**src/rtl/hazard_fwd_ctrl_pkg.sv**
```systemverilog
`default_nettype none
// ============================================================================
//  Module   : hazard_pkg
//  Purpose  : Shared types for the pipeline hazard/forwarding controller:
//             EX operand forwarding selects and the MDU hold FSM states.
//  Revision : 1.0  initial release
// ============================================================================
package hazard_pkg;

    // EX operand source select: register file, EX/MEM latch, MEM/WB latch
    typedef enum logic [1:0] {
        FWD_RF  = 2'b00,
        FWD_WB  = 2'b01,
        FWD_MEM = 2'b10
    } fwd_sel_t;

    // Multi-cycle mul/div hold machine
    typedef enum logic [0:0] {
        IDLE = 1'b0,
        BUSY = 1'b1
    } mdu_state_t;

endpackage
`default_nettype wire

```
**src/rtl/hazard_fwd_ctrl_if.sv**
```systemverilog
`default_nettype none
// ============================================================================
//  Module   : hazard_fwd_ctrl_if
//  Purpose  : Pipeline-stage register addresses/controls into the hazard
//             controller and the stall/flush/forward controls coming back.
//  Revision : 1.0  initial release
// ============================================================================
interface hazard_fwd_ctrl_if #(
    parameter int ADDR_W = 5,
    parameter int STAT_W = 16
);
    logic [ADDR_W-1:0] rs_id;
    logic [ADDR_W-1:0] rt_id;
    logic [ADDR_W-1:0] rs_ex;
    logic [ADDR_W-1:0] rt_ex;
    logic [ADDR_W-1:0] rd_ex;
    logic              reg_write_ex;
    logic              mem_read_ex;
    logic [ADDR_W-1:0] rd_mem;
    logic              reg_write_mem;
    logic [ADDR_W-1:0] rd_wb;
    logic              reg_write_wb;
    logic              branch_taken_ex;
    logic              mdu_start_ex;

    logic [1:0]        fwd_a;
    logic [1:0]        fwd_b;
    logic              stall_if;
    logic              stall_id;
    logic              stall_ex;
    logic              flush_id;
    logic              flush_ex;
    logic              mdu_busy;
    logic [STAT_W-1:0] stall_cycles;

    // Pipeline side: drives stage information, consumes controls
    modport master (
        output rs_id, rt_id, rs_ex, rt_ex, rd_ex, reg_write_ex, mem_read_ex,
               rd_mem, reg_write_mem, rd_wb, reg_write_wb, branch_taken_ex,
               mdu_start_ex,
        input  fwd_a, fwd_b, stall_if, stall_id, stall_ex, flush_id, flush_ex,
               mdu_busy, stall_cycles
    );

    // Controller side
    modport slave (
        input  rs_id, rt_id, rs_ex, rt_ex, rd_ex, reg_write_ex, mem_read_ex,
               rd_mem, reg_write_mem, rd_wb, reg_write_wb, branch_taken_ex,
               mdu_start_ex,
        output fwd_a, fwd_b, stall_if, stall_id, stall_ex, flush_id, flush_ex,
               mdu_busy, stall_cycles
    );
endinterface
`default_nettype wire

```
**src/rtl/hazard_fwd_ctrl_fwd_sel_unit.sv**
```systemverilog
`default_nettype none
// ============================================================================
//  Module   : fwd_sel_unit
//  Purpose  : Forwarding comparator for one EX source operand. The younger
//             producer (MEM) wins over WB; register $zero is never forwarded.
//  Revision : 1.0  initial release
// ============================================================================
module fwd_sel_unit
    import hazard_pkg::*;
#(
    parameter int ADDR_W = 5
) (
    input  logic [ADDR_W-1:0] src_i,
    input  logic [ADDR_W-1:0] rd_mem_i,
    input  logic              reg_write_mem_i,
    input  logic [ADDR_W-1:0] rd_wb_i,
    input  logic              reg_write_wb_i,
    output fwd_sel_t          sel_o
);
    localparam logic [ADDR_W-1:0] C_ZERO = '0;

    // Pick the youngest in-flight producer of this operand
    always_comb begin
        sel_o = FWD_RF;
        if (reg_write_mem_i && (rd_mem_i != C_ZERO) && (rd_mem_i == src_i)) begin
            sel_o = FWD_MEM;
        end else if (reg_write_wb_i && (rd_wb_i != C_ZERO) && (rd_wb_i == src_i)) begin
            sel_o = FWD_WB;
        end
    end
endmodule
`default_nettype wire

```
**src/rtl/hazard_fwd_ctrl.sv**
```systemverilog
`default_nettype none
// ============================================================================
//  Module   : hazard_fwd_ctrl
//  Purpose  : 5-stage pipeline hazard controller: EX operand forwarding,
//             load-use / RAW stall, taken-branch flush, MDU hold FSM and a
//             saturating stall-cycle statistic.
//  Revision : 1.0  initial release
// ============================================================================
module hazard_fwd_ctrl
    import hazard_pkg::*;
#(
    parameter int ADDR_W  = 5,
    parameter int FWD_EN  = 1,
    parameter int MDU_LAT = 4,
    parameter int STAT_W  = 16
) (
    input  logic             CLK,
    input  logic             RST,
    hazard_fwd_ctrl_if.slave bus
);
    localparam int                CNT_W      = $clog2(MDU_LAT + 1);
    localparam logic [CNT_W-1:0]  C_CNT_LOAD = CNT_W'(MDU_LAT - 1);
    localparam logic [CNT_W-1:0]  C_CNT_LAST = CNT_W'(1);
    localparam logic [STAT_W-1:0] C_STAT_MAX = '1;
    localparam logic [ADDR_W-1:0] C_ZERO     = '0;

    mdu_state_t        state_q, state_d;
    logic [CNT_W-1:0]  cnt_q, cnt_d;
    logic [STAT_W-1:0] stat_q;

    fwd_sel_t w_sel_a;
    fwd_sel_t w_sel_b;
    logic     w_ex_hit;
    logic     w_mem_hit;
    logic     w_hazard;

    fwd_sel_unit #(.ADDR_W(ADDR_W)) u_fwd_a (
        .src_i           (bus.rs_ex),
        .rd_mem_i        (bus.rd_mem),
        .reg_write_mem_i (bus.reg_write_mem),
        .rd_wb_i         (bus.rd_wb),
        .reg_write_wb_i  (bus.reg_write_wb),
        .sel_o           (w_sel_a)
    );

    fwd_sel_unit #(.ADDR_W(ADDR_W)) u_fwd_b (
        .src_i           (bus.rt_ex),
        .rd_mem_i        (bus.rd_mem),
        .reg_write_mem_i (bus.reg_write_mem),
        .rd_wb_i         (bus.rd_wb),
        .reg_write_wb_i  (bus.reg_write_wb),
        .sel_o           (w_sel_b)
    );

    // Does the ID instruction read a register still being produced in EX / MEM
    assign w_ex_hit  = (bus.rd_ex != C_ZERO) &&
                       ((bus.rd_ex == bus.rs_id) || (bus.rd_ex == bus.rt_id));
    assign w_mem_hit = (bus.rd_mem != C_ZERO) &&
                       ((bus.rd_mem == bus.rs_id) || (bus.rd_mem == bus.rt_id));

    // With forwarding only a load result is too late; without it every
    // unretired producer blocks ID (WB is covered by write-before-read).
    assign w_hazard = (FWD_EN != 0)
                    ? (bus.mem_read_ex && w_ex_hit)
                    : ((bus.reg_write_ex && w_ex_hit) || (bus.reg_write_mem && w_mem_hit));

    // Output controls: reset > MDU hold > branch flush > hazard bubble
    always_comb begin
        bus.fwd_a    = FWD_RF;
        bus.fwd_b    = FWD_RF;
        bus.stall_if = 1'b0;
        bus.stall_id = 1'b0;
        bus.stall_ex = 1'b0;
        bus.flush_id = 1'b0;
        bus.flush_ex = 1'b0;
        bus.mdu_busy = 1'b0;
        if (!RST) begin
            if (FWD_EN != 0) begin
                bus.fwd_a = w_sel_a;
                bus.fwd_b = w_sel_b;
            end
            if (state_q == BUSY) begin
                bus.stall_if = 1'b1;
                bus.stall_id = 1'b1;
                bus.stall_ex = 1'b1;
                bus.mdu_busy = 1'b1;
            end else if (bus.branch_taken_ex) begin
                bus.flush_id = 1'b1;
                bus.flush_ex = 1'b1;
            end else if (w_hazard) begin
                bus.stall_if = 1'b1;
                bus.stall_id = 1'b1;
                bus.flush_ex = 1'b1;
            end
        end
    end

    // MDU hold FSM: a start in EX holds the pipe for MDU_LAT-1 further cycles
    always_comb begin
        state_d = state_q;
        cnt_d   = cnt_q;
        case (state_q)
            IDLE: begin
                if (bus.mdu_start_ex && !bus.branch_taken_ex && (MDU_LAT > 1)) begin
                    state_d = BUSY;
                    cnt_d   = C_CNT_LOAD;
                end
            end
            BUSY: begin
                cnt_d = cnt_q - 1'b1;
                if (cnt_q == C_CNT_LAST) begin
                    state_d = IDLE;
                end
            end
            default: begin
                state_d = IDLE;
                cnt_d   = '0;
            end
        endcase
    end

    // State, latency counter and saturating stall statistic
    always_ff @(posedge CLK or posedge RST) begin
        if (RST) begin
            state_q <= IDLE;
            cnt_q   <= '0;
            stat_q  <= '0;
        end else begin
            state_q <= state_d;
            cnt_q   <= cnt_d;
            if (bus.stall_if && (stat_q != C_STAT_MAX)) begin
                stat_q <= stat_q + 1'b1;
            end
        end
    end

    assign bus.stall_cycles = stat_q;

endmodule
`default_nettype wire

```
**src/flat_wrapper.sv**
```systemverilog
// flat-port wrapper written by rule: the top's interface ports become plain ports
module hazard_fwd_ctrl_flat import hazard_pkg::*;
#(
    parameter int ADDR_W  = 5,
    parameter int FWD_EN  = 1,
    parameter int MDU_LAT = 4,
    parameter int STAT_W  = 16
)
  (CLK, RST, bus_rs_id, bus_rt_id, bus_rs_ex, bus_rt_ex, bus_rd_ex, bus_reg_write_ex, bus_mem_read_ex, bus_rd_mem, bus_reg_write_mem, bus_rd_wb, bus_reg_write_wb, bus_branch_taken_ex, bus_mdu_start_ex, bus_fwd_a, bus_fwd_b, bus_stall_if, bus_stall_id, bus_stall_ex, bus_flush_id, bus_flush_ex, bus_mdu_busy, bus_stall_cycles);
  hazard_fwd_ctrl_if #(.ADDR_W(ADDR_W), .STAT_W(STAT_W)) bus_i ();
  input  logic CLK;
  input  logic RST;
  input wire logic [$bits(bus_i.rs_id)-1:0] bus_rs_id;
  input wire logic [$bits(bus_i.rt_id)-1:0] bus_rt_id;
  input wire logic [$bits(bus_i.rs_ex)-1:0] bus_rs_ex;
  input wire logic [$bits(bus_i.rt_ex)-1:0] bus_rt_ex;
  input wire logic [$bits(bus_i.rd_ex)-1:0] bus_rd_ex;
  input wire logic [$bits(bus_i.reg_write_ex)-1:0] bus_reg_write_ex;
  input wire logic [$bits(bus_i.mem_read_ex)-1:0] bus_mem_read_ex;
  input wire logic [$bits(bus_i.rd_mem)-1:0] bus_rd_mem;
  input wire logic [$bits(bus_i.reg_write_mem)-1:0] bus_reg_write_mem;
  input wire logic [$bits(bus_i.rd_wb)-1:0] bus_rd_wb;
  input wire logic [$bits(bus_i.reg_write_wb)-1:0] bus_reg_write_wb;
  input wire logic [$bits(bus_i.branch_taken_ex)-1:0] bus_branch_taken_ex;
  input wire logic [$bits(bus_i.mdu_start_ex)-1:0] bus_mdu_start_ex;
  output wire logic [$bits(bus_i.fwd_a)-1:0] bus_fwd_a;
  output wire logic [$bits(bus_i.fwd_b)-1:0] bus_fwd_b;
  output wire logic [$bits(bus_i.stall_if)-1:0] bus_stall_if;
  output wire logic [$bits(bus_i.stall_id)-1:0] bus_stall_id;
  output wire logic [$bits(bus_i.stall_ex)-1:0] bus_stall_ex;
  output wire logic [$bits(bus_i.flush_id)-1:0] bus_flush_id;
  output wire logic [$bits(bus_i.flush_ex)-1:0] bus_flush_ex;
  output wire logic [$bits(bus_i.mdu_busy)-1:0] bus_mdu_busy;
  output wire logic [$bits(bus_i.stall_cycles)-1:0] bus_stall_cycles;
  assign bus_i.rs_id = bus_rs_id;
  assign bus_i.rt_id = bus_rt_id;
  assign bus_i.rs_ex = bus_rs_ex;
  assign bus_i.rt_ex = bus_rt_ex;
  assign bus_i.rd_ex = bus_rd_ex;
  assign bus_i.reg_write_ex = bus_reg_write_ex;
  assign bus_i.mem_read_ex = bus_mem_read_ex;
  assign bus_i.rd_mem = bus_rd_mem;
  assign bus_i.reg_write_mem = bus_reg_write_mem;
  assign bus_i.rd_wb = bus_rd_wb;
  assign bus_i.reg_write_wb = bus_reg_write_wb;
  assign bus_i.branch_taken_ex = bus_branch_taken_ex;
  assign bus_i.mdu_start_ex = bus_mdu_start_ex;
  assign bus_fwd_a = bus_i.fwd_a;
  assign bus_fwd_b = bus_i.fwd_b;
  assign bus_stall_if = bus_i.stall_if;
  assign bus_stall_id = bus_i.stall_id;
  assign bus_stall_ex = bus_i.stall_ex;
  assign bus_flush_id = bus_i.flush_id;
  assign bus_flush_ex = bus_i.flush_ex;
  assign bus_mdu_busy = bus_i.mdu_busy;
  assign bus_stall_cycles = bus_i.stall_cycles;
  hazard_fwd_ctrl #(.ADDR_W(ADDR_W), .FWD_EN(FWD_EN), .MDU_LAT(MDU_LAT), .STAT_W(STAT_W)) u_core (.CLK(CLK), .RST(RST), .bus(bus_i));
endmodule
```
**config.mk**
```make
export PLATFORM = sky130hd
export DESIGN_NAME = hazard_fwd_ctrl_flat
export DESIGN_NICKNAME = d
export VERILOG_FILES = /design/src/rtl/hazard_fwd_ctrl_pkg.sv /design/src/rtl/hazard_fwd_ctrl_if.sv /design/src/rtl/hazard_fwd_ctrl_fwd_sel_unit.sv /design/src/rtl/hazard_fwd_ctrl.sv /design/src/flat_wrapper.sv
export SDC_FILE = /design/constraint.sdc
export NUM_CORES = 1
export LEC_CHECK = 0
export CAP_MARGIN = 20
export CORE_MARGIN = 5
export CORE_UTILIZATION = 44
export CTS_CLUSTER_DIAMETER = 40
export DETAILED_ROUTE_END_ITERATION = 7
export GPL_ROUTABILITY_DRIVEN = 1
export HOLD_SLACK_MARGIN = 0.06
export PLACE_DENSITY = 0.85
export SLEW_MARGIN = 0
export SYNTH_ARGS = -nofsm -noshare
export SYNTH_HDL_FRONTEND = slang
export SYNTH_SLANG_ARGS = --single-unit
```
**constraint.sdc**
```tcl
create_clock -name CLK -period 3.9 [get_ports CLK]
set_input_delay 0.78 -clock CLK [delete_from_list [all_inputs] [get_ports CLK]]
set_output_delay 0.78 -clock CLK [all_outputs]
set_load 0.02 [all_outputs]
```
# Yosys cells after proc, flatten, opt, wreduce, memory -nomap -nowiden
# Index checks and enable logic that the tools add are counted.
[word_totals] reg_bits=20 in_bits=43 out_inout_bits=26 word_cells=53
[op_classes] addsub=2 eq_ne=9 muxes=23 bitwise=1 reduce_logical=15
[ops] operator="$eq A5 B5 Y1" count=6
[ops] operator="$add A16 B1 Y16 const B" count=1
[ops] operator="$mux W1" count=16
[ops] operator="$ne A16 B16 Y1 const B" count=1
[ops] operator="$reduce_bool A5 Y1" count=3
[ops] operator="$logic_and A1 B1 Y1" count=10
[ops] operator="$mux W2" count=4
[ops] operator="$pmux W3 S2" count=1
[ops] operator="$eq A3 B1 Y1 const B" count=1
[ops] operator="$mux W3" count=1
[ops] operator="$sub A3 B1 Y3 const B" count=1
[ops] operator="$ne A2 B1 Y1 const B" count=1
[ops] operator="$pmux W1 S2" count=1
[ops] operator="$logic_not A1 Y1" count=1
[ops] operator="$logic_or A1 B1 Y1" count=1
[ops] operator="$not A1 Y1" count=1

# Logic depth before layout (Yosys ltp)
# Gate-level depths: netlist of the first run.
[logic_depth] word_depth=9 mapped_depth=8

# By module
# Synthesis of the first run repeated with hierarchy kept, for this count alone.
[hier_totals] cells_unflattened=158 hier_area_um2=1497.7
[modules_own_cells] module="hazard_fwd_ctrl" n_inst=1 cells_each=118 area_per_inst_um2=1194.9 seq_area_each_um2=500.5
[modules_own_cells] module="fwd_sel_unit" n_inst=2 cells_each=20 area_per_inst_um2=151.4 seq_area_each_um2=0.0

# Worst setup path before layout of the first run
# OpenSTA, ideal clock, no wires.
[synth_path] path_type="input to output" start="input RST" end="output bus_fwd_a[0]" arrival_ns=2.583 required_ns=3.120 path_slack_ns=0.537 path_stages=4 cell_sequence="inv_1 o211ai_1 or4_1 nor4_1"
[synth_between] elab_chain_cells=1
[synth_rtl] element="from (decl)" line="flat_wrapper.sv:12" source="input logic RST;"
[synth_rtl] element="$mux W2" line="hazard_fwd_ctrl.sv:77" source="if (!RST) begin"
[synth_rtl] element="to (decl)" line="flat_wrapper.sv:26" source="output wire logic [$bits(bus_i.fwd_a)-1:0] bus_fwd_a;"
# Every way passes these cells.

# Worst setup path after layout of the first run
[layout_path] start="input bus_rd_mem[3]" end="output bus_fwd_b[0]"
[layout_between] elab_chain_cells=5 elab_cells_between_ends=6 classes_between="1 x eq/ne; 2 x mux; 3 x reduce/logical"
[layout_rtl] element="from (decl)" line="flat_wrapper.sv:20" source="input wire logic [$bits(bus_i.rd_mem)-1:0] bus_rd_mem;"
[layout_rtl] element="$reduce_bool A5 Y1" line="hazard_fwd_ctrl_fwd_sel_unit.sv:25" source="if (reg_write_mem_i && (rd_mem_i != C_ZERO) && (rd_mem_i == src_i)) begin"
[layout_rtl] element="$logic_and A1 B1 Y1" line="hazard_fwd_ctrl_fwd_sel_unit.sv:25"
[layout_rtl] element="$logic_and A1 B1 Y1 *" line="hazard_fwd_ctrl_fwd_sel_unit.sv:25"
[layout_rtl] element="$mux W2 *" line="hazard_fwd_ctrl_fwd_sel_unit.sv:25"
[layout_rtl] element="$mux W2 *" line="hazard_fwd_ctrl.sv:77"
[layout_rtl] element="to (decl)" line="flat_wrapper.sv:27" source="output wire logic [$bits(bus_i.fwd_b)-1:0] bus_fwd_b;"
# Every way passes the cells marked *; elsewhere a longest branch is shown, timed or not.

==> results.md, run 1 <==
* WHS at 0.512 ns
* LEAKAGE at 0.968 nW
* Clk slew on worst S/H paths at 0.11 ns
* Slew Limit Fails at 0
* Pin count of the biggest net entering global routing at 22
* Initial Util at approximately 45%
* WL/cell at 15.0 um
* Max-cap viol count at 0
* Synth top area cells: dfrtp_1 34%, xor2_1 18%, xnor2_1 8.3%, nor3_1 3.1%, or4_1 3.1%
* Critical-path top delay cell: clkdlybuf4s50_1
* Antenna violations before repair at 0
* CTS Hold Buffers Added at 0
* DIE WIDTH at 67.9 um
* Final Skew at 0.00869 ns
* Layout area overhead at 53.3%
* Seq/Total Area, Yosys at 34.0%
* Max Fclk at 263 MHz
* Relative slew slack at 73.3%
* Worst-path fanout max at 4
* Hold_sp: u_core.cnt_q[2]
* Gate Count Post-Synth at between 150 and 200
* Power per Cell Area at 366 nW/um2
* CTS tree: yes
* Synth top area share at roughly a third
* Filler Cells Inserted at 266
* Final HPWL DP at 3500 um
* Total track usage at 18.7%
* Setup Crit Path Kind: in -> out
* Critical path launch point: bus_rd_mem[3]
* Gp weighted congestion at approximately 0.83
* TritonRoute pass-1 iters at 4
* Chip height at 67.9 um
* Root Buffer: clkbuf_4
* CP endpoint kind: primary output
* Die Area at between 4000 and 5000 um2
* First-pass GRT wire length at 6550 um
* Clock latency on the worst-skew pair at around 0.3 ns
* Avg Cell Area, Syn at 9.38 um2
* Synth Cell Area at around 1500 um2
* Total grt overflow at 0
* Final wirelength at 4180 um
* CP most frequent cell: clkdlybuf4s50_1
* Final Hold Viols at 0
* Num Clock Sinks at 20
* Worst r2r src: u_core.bus.stall_cycles[0]
* Setup TNS at 0 ns
* Syn. warnings at 0
* Worst Tran Pin Value at between 0.4 and 0.5 ns
* Synthesized Nets at just over 200
* PortBufs at 67
* Unique masters post-synth at 32
* Area of the core at roughly 3300 um2
* Number of global-route vias before repair at 1384
* Status: finished, final reports clean
* CP required at 3.12 ns
* Period utilisation layout at 97.6%
* Routed Antenna Nets at 0
* Clock Path Buffers at 2
* Total Nets Final at 280
* Via density at around 5
* Final Setup Violations at 0
* Cells along the critical path: clkdlybuf4s50_1 -> or4_1 -> o21ai_0 -> buf_4 -> nor3_1 -> nor4_1 -> clkdlybuf4s50_1
* Cell row count at 21
* Cell family with most CP delay: buffers and inverters
* CP Buf/Inv Count at 3
* H-Tree Depth at 1
* Yosys top cell by area: dfrtp_1
* Critical path startpoint category: primary input
* DRT iter0 DRCs at about 110
* # DRC at 0
* Critical Path AT at between 3 and 4 ns
* Max incr delay on CP at 0.66 ns
* HP Class: reg -> reg
* Share of cells above drive strength 1 at 9.05%
* Vias at 1424
* Seq cells post-synth at 20
* I/O pin total at 69
* CTS buffer count at 3
* Maximum VDD drop at 0.222 mV
* Number of diodes at 0
* Fin crit period at about 3.8 ns
[area by class of cell]
class	count	area [um2]	share of cell area [%]
multi-input combinational	127	911	40.4
timing repair buffer	76	743	32.9
sequential	20	500	22.2
tap	46	57.6	2.55
clock buffer	3	22.5	0.998
inverter	6	22.5	0.998
[registers in the layout, indices dropped and copies added (netlist names)]
name and cells:
u_core.bus.stall_cycles 16, u_core.cnt_q 3, u_core.state_q 1
[final timing paths]
check,to,slack [ns],cells past startpoint
worst max-delay path,bus_fwd_b[0],0.09,7
worst min-delay path,u_core.cnt_q[2],0.51,1
worst max register to register,u_core.bus.stall_cycles[1],1.63,6
worst min register to register,u_core.cnt_q[2],0.51,1
max in group asynchronous,u_core.bus.stall_cycles[15],2.77,3
min in group asynchronous,u_core.cnt_q[2],0.91,3
[routing by layer]
metal	global-route usage, %	vias up	wire (um)
li1	-	701	-
met1	24.1	671	1810
met2	31.7	48	2020
met3	4.60	4	314
met4	4.22	0	39
met5	0	-	0
[where the power goes]
| part | total (W) | switching [W] | internal, W |
|---|---|---|---|
| clock | 0.0000951 | 0.0000591 | 0.0000360 |
| sequential | 0.000334 | 0.0000773 | 0.000257 |
| combinational | 0.000398 | 0.000191 | 0.000207 |
[synth_stat cells]
master    count
buf_12        1
o21ai_0       3
and4_1        1
o21a_4        1
nand2_1      11
nor3_1        9
inv_1         6
and3_1        1
o41ai_2       1
nor3b_1       1
nor2_1       11
nor3_2        4
a22oi_1       1
a21oi_1       2
xnor2_1      14
or4b_1        1
dfrtp_1      20
nand4_1       5
a31oi_1       1
nand3_1       7
xor2_1       31
nand4_2       1
o21ai_1       1
buf_4         2
ha_1          3
o211ai_1      2
nor2b_1       2
clkbuf_1      1
mux2_4        1
nor4_1        5
or2_2         1
or4_1         6
[cells by family (layout without fill, tap and decap cells)]
group                      Yosys count  after routing  synth area share, %
muxes                                1              1                 1.02
buffers and inverters               10             85                 4.16
adders and majority gates            3              3                 2.55
DFF                                 20             20                 34.0
AOI/OAI and AO/OA                   12             12                 6.12
xor gates and xnor gates            45             45                 26.8
and+or+nand+nor                     66             66                 25.4
[through the flow]
stage	total power (W)	util [%]	setup WS (ns)	std cells	area, um2
floorplan	0.000558	-	0.537	157	1470
global placement	0.000717	67.9	0.0784	275	2230
detailed placement	0.000740	67.9	0.0658	275	2230
CTS	0.000834	68.6	0.0602	278	2250
global route	0.000885	68.7	-0.0149	278	2260
finish	0.000827	68.7	0.0937	278	2260
[placed cells by master (no fill, tap or decap), types with 2 or more instances in the layout]
master and count:
a21oi_1 2, buf_4 9, clkbuf_4 3, clkdlybuf4s50_1 65, dfrtp_1 20, dlymetal6s2s_1 2, ha_1 3, inv_1 6
nand2_1 11, nand3_1 7, nand4_1 5, nor2_1 11, nor2b_1 2, nor3_1 9, nor3_2 4, nor4_1 5
o211ai_1 2, o21ai_0 3, or4_1 6, xnor2_1 14, xor2_1 31
[timing repair]
| item | in CTS | in global routing |
|---|---|---|
| setup endpoints to repair | 0 | 2 |
| resized for setup | 0 | 2 |
| buffers inserted | 0 | 0 |
Note: power is estimated with default switching activity, not from simulation.
==> inputs of run 2 (changes only) <==
--- a/config.mk
+++ b/config.mk
@@ -6,7 +6,6 @@
 export NUM_CORES = 1
 export LEC_CHECK = 0
 export CAP_MARGIN = 20
-export CORE_MARGIN = 5
 export CORE_UTILIZATION = 44
 export CTS_CLUSTER_DIAMETER = 40
 export DETAILED_ROUTE_END_ITERATION = 7
==> run 2 against run 1 <==
Count of clock-buffer cells in the layout did not move. Register-to-register slack barely moved. Sequential power fell by 1%. Hold slack got worse by 0.014 ns. Maximum frequency rose by 0.98%. Highest routed layer unchanged.
==> results.md, run 2 (synthesis results as in run 1) <==
* WHS Path Cells at 1 (unchanged)
* LEAKAGE at 0.974 nW (+0.69%)
* DIE WIDTH at 59.9 um (-12%)
* Critical path launch point: bus_rd_ex[3]
* CP required at 3.12 ns (about the same)
* Filler Cells Inserted at 254 (-4.5%)
* WL/cell at 13.9 um (-7.3%)
* Num Clock Sinks at 20 (unchanged)
* Share of cells above drive strength 1 at 9.44% (+0.39 points)
* Hold EP: u_core.cnt_q[2]
* Number of global-route vias before repair at 1350 (-2.5%)
* Clk slew on worst S/H paths at 0.12 ns (about the same)
* Die Area at 3580 um2 (-22%)
* Worst r2r src: u_core.bus.stall_cycles[0]
* Switching Fraction at 36.6% (-3.1 points)
* Postcts setup bufs at 0 (unchanged)
* Final HPWL DP at 3050 um (-13%)
* Clock Path Buffers at 2 (unchanged)
* Setup slack after layout at 0.131 ns (+0.0371 ns)
* CTS Hold Buffers Added at 0 (unchanged)
* CP most frequent cell: clkdlybuf4s50_1
* Max incr delay on CP at 0.72 ns (+0.06 ns)
* Cell family with most CP delay: buffers and inverters
* Via density at 5.24 (+2.3%)
* P_int at 0.000567 W (+14%)
* Max Fclk at 265 MHz (+0.98%)
* Util after Layout at 73.5% (+4.8 points)
* Hold_sp: u_core.cnt_q[2]
* Total track usage at 22.8% (+4.1 points)
* Initial Util at 47.5% (+2.6 points)
* CTS tree: yes
* Critical-path top delay cell: clkdlybuf4s50_1
* Max FFs per register at 16 (unchanged)
* Comb power frac at 44.2% (-3.9 points)
* Final wirelength at 3860 um (-7.6%)
* Slew Limit Fails at 0 (unchanged)
* Max-cap viol count at 0 (unchanged)
* Setup Crit Path Kind: in -> out
* Number of diodes at 0 (unchanged)
* Gp weighted congestion at 0.831 (about the same)
* Period utilisation layout at 96.6% (-0.95 points)
* CP endpoint kind: primary output
* Relative slew slack at 72.1% (-1.2 points)
* TritonRoute pass-1 iters at 4 (unchanged)
* Routed Antenna Nets at 0 (unchanged)
* Worst R2R Path Depth at 7 (+1)
* Final Setup Violations at 0 (unchanged)
* Power per Cell Area at 392 nW/um2 (+7.0%)
* Commonest cells after routing, fill and taps aside: 65 x clkdlybuf4s50_1, 31 x xor2_1, 20 x dfrtp_1
* Pin count of the biggest net entering global routing at 22 (unchanged)
* RSZ-0062 raised after global routing: false
* Path length in cells of the critical path at 6 (-1)
* Clk pwr share at 18.9% (+7.4 points)
* Critical path startpoint category: primary input
* Switch Pwr at 0.000327 W (-0.27%)
* Maximum VDD drop at 0.458 mV (+110%)
* Cells along the critical path: clkdlybuf4s50_1 -> xor2_1 -> nor3_1 -> a22oi_1 -> o41ai_2 -> clkdlybuf4s50_1
* Fin crit period at 3.77 ns (-0.0371 ns)
* Vias at 1451 (+1.9%)
* Worst Tran Pin Value at 0.414 ns (+0.0134 ns)
* Clock latency on the worst-skew pair at 0.31 ns (about the same)
* PortBufs at 67 (unchanged)
* Commonest non-fill, non-tap cell in the layout: clkdlybuf4s50_1
* H-Tree Depth at 1 (unchanged)
* Chip height at 59.9 um (-12%)
* Setup TNS at 0 ns (unchanged)
* CP Buf/Inv Count at 2 (-1)
* Cell row count at 20 (-4.8%)
* Worst R2R Setup Slack at 1.62 ns (about the same)
* Critical Path AT at 2.99 ns (-0.04 ns)
* Layout area overhead at 54.9%
* Root Buffer: clkbuf_4
* Worst-path fanout max at 3 (-1)
* First-pass GRT wire length at 6070 um (-7.4%)
* Status: finished, final reports clean
* Area of the core at 3100 um2 (-5.5%)
* CTS buffer count at 3 (unchanged)
* HP Class: reg -> reg
* DRT iter0 DRCs at 93 (-18%)
* Worst slack at placement at 0.00459 ns (-0.0612 ns)
* I/O pin total at 69 (unchanged)
* Final Skew at 0.0120 ns (+0.00333 ns)
* # DRC at 0 (unchanged)
* Total grt overflow at 0 (unchanged)
* Total Nets Final at 280 (unchanged)
* Final Hold Viols at 0 (unchanged)
* R2R Path End: u_core.bus.stall_cycles[14]
* Antenna violations before repair at 0 (unchanged)
* Sequential share of power at 36.9% (-3.5 points)
## run 2: cell types whose count changed in the layout (fill, tap and decap cells not counted), sizes merged
| cell | change |
|---|---|
| bufinv | +1 |
| dlygate4sd2 | +1 |
| dlymetal6s2s | -1 |
## run 2: worst max-delay path by stage
| stage | to | slack (ns) |
|---|---|---|
| 2_1_floorplan | bus_fwd_a[0] | 0.54 |
| 3_3_place_gp | bus_fwd_a[0] | 0.05 |
| 3_5_place_dp | bus_fwd_a[0] | 0.005 |
| 4_1_cts | bus_fwd_b[0] | 0.009 |
| 5_1_grt | bus_stall_if | 0.04 |
| 6_report | bus_stall_if | 0.13 |
## run 2: timing repair
action | 4_1_cts | 5_1_grt
resized for setup | 1 | 1
endpoints found under the setup margin | 1 | 1
pin swaps | 0 | 0
## run 2: per-layer routing
| layer | GRT usage (%) | vias up | wire length [um] |
|---|---|---|---|
| met1 | 28.9 | 673 | 1650 |
| li1 | - | 705 | - |
| met4 | 7.64 | 0 | 76 |
| met5 | 0 | - | 0 |
| met2 | 39.8 | 61 | 1830 |
| met3 | 3.03 | 12 | 307 |
## run 2: power groups by stage
stage / Sequential [W] / Clock (W) / Combinational [W]
2_1_floorplan: 0.000347 / 0 / 0.000211
3_3_place_gp: 0.000332 / 0 / 0.000385
3_5_place_dp: 0.000334 / 0 / 0.000396
4_1_cts: 0.000330 / 0.000174 / 0.000398
5_1_grt: 0.000343 / 0.000179 / 0.000430
6_report: 0.000330 / 0.000169 / 0.000395
## run 2: area by class of cell
| cell class | instances | area [um2] | share of cell area (%) |
|---|---|---|---|
| Multi-Input combinational cell | 127 | 911 | 39.9 |
| Timing Repair Buffer | 76 | 739 | 32.4 |
| Sequential cell | 20 | 500 | 21.9 |
| Tap cell | 44 | 55.1 | 2.41 |
| Clock inverter | 1 | 30.0 | 1.32 |
| Clock buffer | 3 | 22.5 | 0.987 |
| Inverter | 6 | 22.5 | 0.987 |
## run 2: through the flow
step | power [W] | hold WS [ns] | instances | instance area [um2]
after global placement | 0.000717 | 0.471 | 273 | 2230
after floorplan | 0.000558 | 0.451 | 157 | 1470
after CTS | 0.000902 | 0.499 | 277 | 2280
after global routing | 0.000952 | 0.523 | 277 | 2280
after detailed placement | 0.000729 | 0.478 | 273 | 2230
final | 0.000894 | 0.498 | 277 | 2280
